[src/rtl/keypad_scanner.sv]
// keypad_scanner: scans a 4x4 active-low keypad matrix and hands debounced key codes
// to a consumer over a valid/ack handshake.
//   clk, rst_n : single clock, asynchronous active-low reset
//   row        : active-low row inputs (pulled up, asynchronous to clk)
//   col        : active-low one-hot column drive
//   key_code   : {row_idx, col_idx} of the pending key, stable while key_valid=1
//   key_valid  : key pending, held until key_ack
//   key_ack    : consumer accepts the pending key
//   key_held   : debounced key currently down
//   overrun    : 1-cycle pulse when a new key is debounced while one is still pending
module keypad_scanner #(
  parameter int unsigned SCAN_DIV       = 100000,
  parameter int unsigned DEBOUNCE_SCANS = 4
) (
  input  logic       clk,
  input  logic       rst_n,
  input  logic [3:0] row,
  output logic [3:0] col,
  output logic [3:0] key_code,
  output logic       key_valid,
  input  logic       key_ack,
  output logic       key_held,
  output logic       overrun
);

  localparam int unsigned DW = $clog2(SCAN_DIV);
  localparam int unsigned CW = $clog2(DEBOUNCE_SCANS + 1);
  localparam logic [DW-1:0] DWELL_LAST = DW'(SCAN_DIV - 1);
  localparam logic [CW-1:0] DEB_LAST   = CW'(DEBOUNCE_SCANS - 1);

  typedef enum logic [1:0] {
    SCAN     = 2'd0,
    DEBOUNCE = 2'd1,
    PRESSED  = 2'd2
  } state_t;

  // True when exactly one row line is pulled low.
  function automatic logic one_low(input logic [3:0] r);
    logic [3:0] n;
    n = ~r;
    return (n != 4'd0) && ((n & (n - 4'd1)) == 4'd0);
  endfunction

  // Index of the single low row line.
  function automatic logic [1:0] low_idx(input logic [3:0] r);
    logic [1:0] idx;
    idx = 2'd0;
    for (int i = 0; i < 4; i++) begin
      if (!r[i]) idx = 2'(i);
    end
    return idx;
  endfunction

  // Column index to active-low one-hot drive.
  function automatic logic [3:0] col_of(input logic [1:0] idx);
    logic [3:0] c;
    case (idx)
      2'd0:    c = 4'b1110;
      2'd1:    c = 4'b1101;
      2'd2:    c = 4'b1011;
      default: c = 4'b0111;
    endcase
    return c;
  endfunction

  state_t        state, state_n;
  logic [3:0]    row_m, row_s;
  logic [DW-1:0] dwell_cnt, dwell_n;
  logic [1:0]    col_idx, col_idx_n;
  logic [1:0]    row_idx, row_idx_n;
  logic [3:0]    pat, pat_n;
  logic [CW-1:0] deb_cnt, deb_n;
  logic [CW-1:0] rel_cnt, rel_n;
  logic [3:0]    col_n, key_code_n;
  logic          key_valid_n, key_held_n, overrun_n;
  logic          sample, enter_pressed;

  // Two-flop synchronizer for the asynchronous row pins.
  always_ff @(posedge clk or negedge rst_n) begin
    if (!rst_n) begin
      row_m <= 4'b1111;
      row_s <= 4'b1111;
    end else begin
      row_m <= row;
      row_s <= row_m;
    end
  end

  assign sample = (dwell_cnt == DWELL_LAST);

  // State and output registers.
  always_ff @(posedge clk or negedge rst_n) begin
    if (!rst_n) begin
      state     <= SCAN;
      dwell_cnt <= '0;
      col_idx   <= 2'd0;
      row_idx   <= 2'd0;
      pat       <= 4'b1111;
      deb_cnt   <= '0;
      rel_cnt   <= '0;
      col       <= 4'b1110;
      key_code  <= 4'd0;
      key_valid <= 1'b0;
      key_held  <= 1'b0;
      overrun   <= 1'b0;
    end else begin
      state     <= state_n;
      dwell_cnt <= dwell_n;
      col_idx   <= col_idx_n;
      row_idx   <= row_idx_n;
      pat       <= pat_n;
      deb_cnt   <= deb_n;
      rel_cnt   <= rel_n;
      col       <= col_n;
      key_code  <= key_code_n;
      key_valid <= key_valid_n;
      key_held  <= key_held_n;
      overrun   <= overrun_n;
    end
  end

  // Next-state, scan/debounce and handshake logic.
  always_comb begin
    state_n       = state;
    dwell_n       = sample ? '0 : dwell_cnt + DW'(1);
    col_idx_n     = col_idx;
    row_idx_n     = row_idx;
    pat_n         = pat;
    deb_n         = deb_cnt;
    rel_n         = rel_cnt;
    key_code_n    = key_code;
    key_valid_n   = key_valid;
    overrun_n     = 1'b0;
    enter_pressed = 1'b0;

    if (key_ack && key_valid) key_valid_n = 1'b0;

    case (state)
      SCAN: begin
        if (sample) begin
          if (one_low(row_s)) begin
            row_idx_n = low_idx(row_s);
            pat_n     = row_s;
            deb_n     = CW'(1);
            state_n   = DEBOUNCE;
          end else begin
            col_idx_n = col_idx + 2'd1;
          end
        end
      end
      DEBOUNCE: begin
        if (sample) begin
          if (row_s == pat) begin
            if (deb_cnt == DEB_LAST) begin
              state_n       = PRESSED;
              rel_n         = '0;
              enter_pressed = 1'b1;
            end else begin
              deb_n = deb_cnt + CW'(1);
            end
          end else begin
            state_n   = SCAN;
            deb_n     = '0;
            col_idx_n = col_idx + 2'd1;
          end
        end
      end
      PRESSED: begin
        if (sample) begin
          if (row_s == 4'b1111) begin
            if (rel_cnt == DEB_LAST) begin
              state_n   = SCAN;
              rel_n     = '0;
              col_idx_n = col_idx + 2'd1;
            end else begin
              rel_n = rel_cnt + CW'(1);
            end
          end else begin
            rel_n = '0;
          end
        end
      end
      default: state_n = SCAN;
    endcase

    // A pending, un-acked key blocks the new one and flags overrun instead.
    if (enter_pressed) begin
      if (key_valid && !key_ack) begin
        overrun_n = 1'b1;
      end else begin
        key_code_n  = {row_idx, col_idx};
        key_valid_n = 1'b1;
      end
    end

    key_held_n = (state_n == PRESSED);
    col_n      = col_of(col_idx_n);
  end

endmodule

[config.mk]
export PLATFORM = sky130hd
export DESIGN_NAME = keypad_scanner
export DESIGN_NICKNAME = d
export VERILOG_FILES = /design/src/rtl/keypad_scanner.sv
export SDC_FILE = /design/constraint.sdc
export NUM_CORES = 1
export LEC_CHECK = 0
export CAP_MARGIN = 20
export CORE_MARGIN = 10
export CORE_UTILIZATION = 55
export CTS_CLUSTER_SIZE = 20
export DETAILED_ROUTE_END_ITERATION = 6
export PLACE_DENSITY_LB_ADDON = 0.25
export SLEW_MARGIN = 20
export SYNTH_ARGS = -nofsm -noshare
export SYNTH_HDL_FRONTEND = slang
export SYNTH_SLANG_ARGS = --single-unit
[constraint.sdc]
create_clock -name clk -period 5 [get_ports clk]
set_clock_uncertainty 0.05 [all_clocks]
set_input_delay 1 -clock clk [delete_from_list [all_inputs] [get_ports clk]]
set_output_delay 1 -clock clk [all_outputs]
set_load 0.05 [all_outputs]
==> summary.txt <==
Outcome
  • Outcome: finished clean

Floorplanning
  • CORE AREA: about 4100 µm²
  • Row cnt: 23
  • Starting Density: 0.5766
  • Full die area: 7263 µm²
  • Die width: 85.23 µm
  • DIE HEIGHT: 85.23 µm
  • Ports: 18

Worst setup path
  • Worst Path Buf+Inv: 1
  • Reg2reg start: dwell_cnt[6]$_DFF_PN0_
  • R2R Setup Slk: 2.46 ns
  • Worst R2R End: key_code[0]$_DFFE_PN0P_
  • Arr. time, crit path: 1.63 ns
  • Slowest cell on crit path: clkdlybuf4s50_1
  • CP top delay family: buffers and inverters
  • Max FO, Critical Path: 1
  • Worst R2R Path Depth: 5
  • Kind of critical path: register to output port
  • Max incr delay on CP: approximately 0.8 ns
  • Worst Path Required: 3.95 ns
  • Crit-path cells: clkdlybuf4s50_1
  • CP startpoint kind: register
  • Crit end category: output port

Synthesis
  • Fraction of registers with async set/reset: 1.000
  • Synth top area cells: dfrtp_1 40%, dfstp_2 17%, mux2_2 5.3%
  • Synth area leader: dfrtp_1
  • Largest family of logic cells by synthesized area: simple AND/OR/NAND/NOR gates
  • Part of the Yosys area used for sequential elements: 0.5642
  • Avg Inst Size Synth: roughly 11 µm²
  • Primary FF master, synth: dfrtp_1
  • Synth Cell Area: 2340 µm²
  • Mapped Nets: 217
  • Gate Count Post-Synth: 206
  • Distinct cells, synth: 43
  • #FFs+latches synth: 52
  • Adder-Cell Fraction of Synth Area: 0.02139
  • Synth Area in Simple Gates: 0.1882
  • Top-area cell type share of the netlist area: 0.3957
  • EDFF count, synth: 0
  • Complex-gate fraction of the synthesized area: 0.06791
  • Ys Warns: 0
  • Post-synthesis mux area share: 0.05294
  • Synth Area in XOR/XNOR: 0.07861

Placement
  • GP Congestion: 0.8257
  • Dpl hpwl: 2.817 mm
  • Count of input and output buffers: 17

Power and ir drop
  • Total power: 0.7338 mW
  • Switching power total: between 0.15 and 0.2 mW
  • P_int: a little under 0.6 mW
  • P per Cell Area: 276.6 nW/µm²
  • P_leak: 1.197 nW
  • Clk network pwr share: 0.384
  • Sw Ratio: 0.2054
  • Maximum vdd ir drop: 0.0001777 V
  • Flop pwr share: 0.587
  • Combinational Power Share: 0.029

Drt
  • Vias/cell: 5.577
  • Post-DRT Antenna Nets: 0
  • Via count: 1528
  • Drt pass-1 iters: 4
  • Detailed Route Iter0 Violations: about 150
  • DR WL/cell: ~14 µm
  • Total Wirelength: 3.875 mm
  • DRC violations left: 0

Clock network
  • CTS buffer count: 5
  • H-tree depth: 2
  • Post-CTS Setup Bufs: 0
  • Post-cts sizing count: 0
  • CTS tree: yes
  • Clock Path Buffers: 2
  • Hold buffers post-CTS: 0
  • Clock-pin slew on the worst setup and hold paths: about 0.10 ns
  • Clk_lat worst skew: 0.30 ns
  • Root buf cell: clkbuf_8
  • Clock sink count: 52

Global routing
  • Total global-route track usage: 0.1116
  • First-pass GRT wire length: around 6.8 mm
  • Largest net degree at the start of global routing: 53
  • Initial antenna violation count: 0
  • Grt total ovfl: 0
  • Vias in the first global route: ~1500

STA
  • Minimum clock period: 2.681 ns
  • Final Max Tran Viols: 0
  • Fmax: 373.0 MHz
  • Unrepaired setup endpoints after global routing: false
  • Final setup violation count: 0
  • Worst slew margin: 0.5807
  • Tightest Pin Transition: 0.6290 ns
  • Fin crit share: 0.5362
  • Fin. Hold Viols: 0
  • Setup TNS: 0 ns

Layout
  • Layout Area Growth over Synthesis: 13.37%
  • Layout cells sized above 1: 0.1830
  • Diode count: 0
  • Filler Cell Count: 297
  • Final nets: 234

Run
  • Total of max-cap violations: 0

Worst hold path
  • Hold/Removal Path Class: register to register
  • Worst Hold Depth: 0
  • Hold path start: row_m[3]$_DFF_PN1_
  • Hold worst-path end: row_s[3]$_DFF_PN1_
power groups by stage:
stage | Combinational [mW] | Clock, mW | Sequential [mW]
global route | 0.0244 | 0.306 | 0.432
detailed placement | 0.0220 | 0 | 0.439
global placement | 0.0212 | 0 | 0.438
CTS | 0.0220 | 0.293 | 0.431
finish | 0.0215 | 0.282 | 0.431
floorplan | 0.0108 | 0 | 0.435
cell families after synthesis:
logic type / count (synthesis)
xor gates and xnor gates: 21
AOI/OAI and AO/OA: 25
DFF: 52
muxes: 11
adders and majority gates: 4
buffers and inverters: 15
and+or+nand+nor: 78
flip-flops by register name, indices dropped and copies added, names as in the netlist:
register / flops
state: 2
rel_cnt: 3
key_valid: 1
row_m: 4
deb_cnt: 3
dwell_cnt: 17
row_idx: 2
row_s: 4
key_code: 4
col: 4
overrun: 1
col_idx: 2
pat: 4
key_held: 1
cell usage after synthesis, types with 6 or more instances:
master and instances:
a21oi_1 6, dfrtp_1 37, dfstp_2 15, inv_1 7
mux2_2 11, nand2_1 24, nand3_1 8, nor2_1 14
o21ai_0 8, xnor2_1 10, xor2_1 11
stage by stage:
stage | instance area (µm²) | hold slack (ns) | instances | util | setup slack [ns]
detailed placement | 2539 | 0.2973 | 266 | 0.6257 | 2.471
global placement | 2539 | 0.2956 | 266 | 0.6257 | 2.524
CTS | 2650 | 0.3104 | 274 | 0.6531 | 2.301
global route | 2653 | 0.3136 | 274 | 0.6537 | 2.271
floorplan | 2340 | 0.2952 | 206 | - | 2.734
finish | 2653 | 0.3086 | 274 | 0.6537 | 2.319
layer usage:
| metal | part of all wire | track usage | vias up | wire length [µm] |
|---|---|---|---|---|
| met2 | 0.46 | 0.1737 | 34 | 1771 |
| met3 | 0.058 | 0.04015 | 5 | 223 |
| met5 | 0 | 0 | - | 0 |
| met1 | 0.47 | 0.1411 | 747 | 1831 |
| met4 | 0.013 | 0.03443 | 0 | 49 |
| li1 | - | - | 742 | - |
final cells by class:
| cell class | count | area (µm²) | area share |
|---|---|---|---|
| flip-flops and latches | 52 | 1320 | 0.4976 |
| multi-input cells | 139 | 957.2 | 0.3608 |
| clock buffers | 5 | 68.82 | 0.02594 |
| clock inverters | 3 | 42.54 | 0.01604 |
| inverters | 7 | 26.28 | 0.009906 |
| well taps | 50 | 62.56 | 0.02358 |
| repair buffers | 18 | 175.2 | 0.06604 |
worst max path at each step:
stage                                start                      end  slack, ns  depth (start not counted)
finish                    col[2]$_DFF_PN1_                   col[2]       2.32                          1
global route              col[2]$_DFF_PN1_                   col[2]       2.27                          1
CTS                       col[2]$_DFF_PN1_                   col[2]       2.30                          1
detailed placement  dwell_cnt[6]$_DFF_PN0_  key_code[0]$_DFFE_PN0P_       2.47                          5
global placement    dwell_cnt[6]$_DFF_PN0_  key_code[3]$_DFFE_PN0P_       2.52                          5
floorplan           dwell_cnt[6]$_DFF_PN0_  key_code[0]$_DFFE_PN0P_       2.73                          5
placed cells by master (no fill, tap or decap), types with 2 or more instances in the layout:
master,Yosys,final
dfrtp_1,37,37
clkdlybuf4s50_1,0,16
xor2_1,11,11
dfstp_2,15,15
and3_1,5,5
nand2_1,24,24
a21oi_1,6,6
nor3b_1,2,2
inv_1,7,7
nand4b_1,2,2
nand3_1,8,8
nor4_1,2,2
clkbuf_8,0,5
mux2_2,11,11
xnor2_1,10,10
ha_1,4,4
nand4_1,3,3
o21ai_0,8,8
a31oi_1,2,2
nor2_1,14,14
buf_4,1,2
nor2b_1,4,4
nand2b_1,3,3
o2111ai_1,2,2
Note: power is estimated with default switching activity, not from simulation.
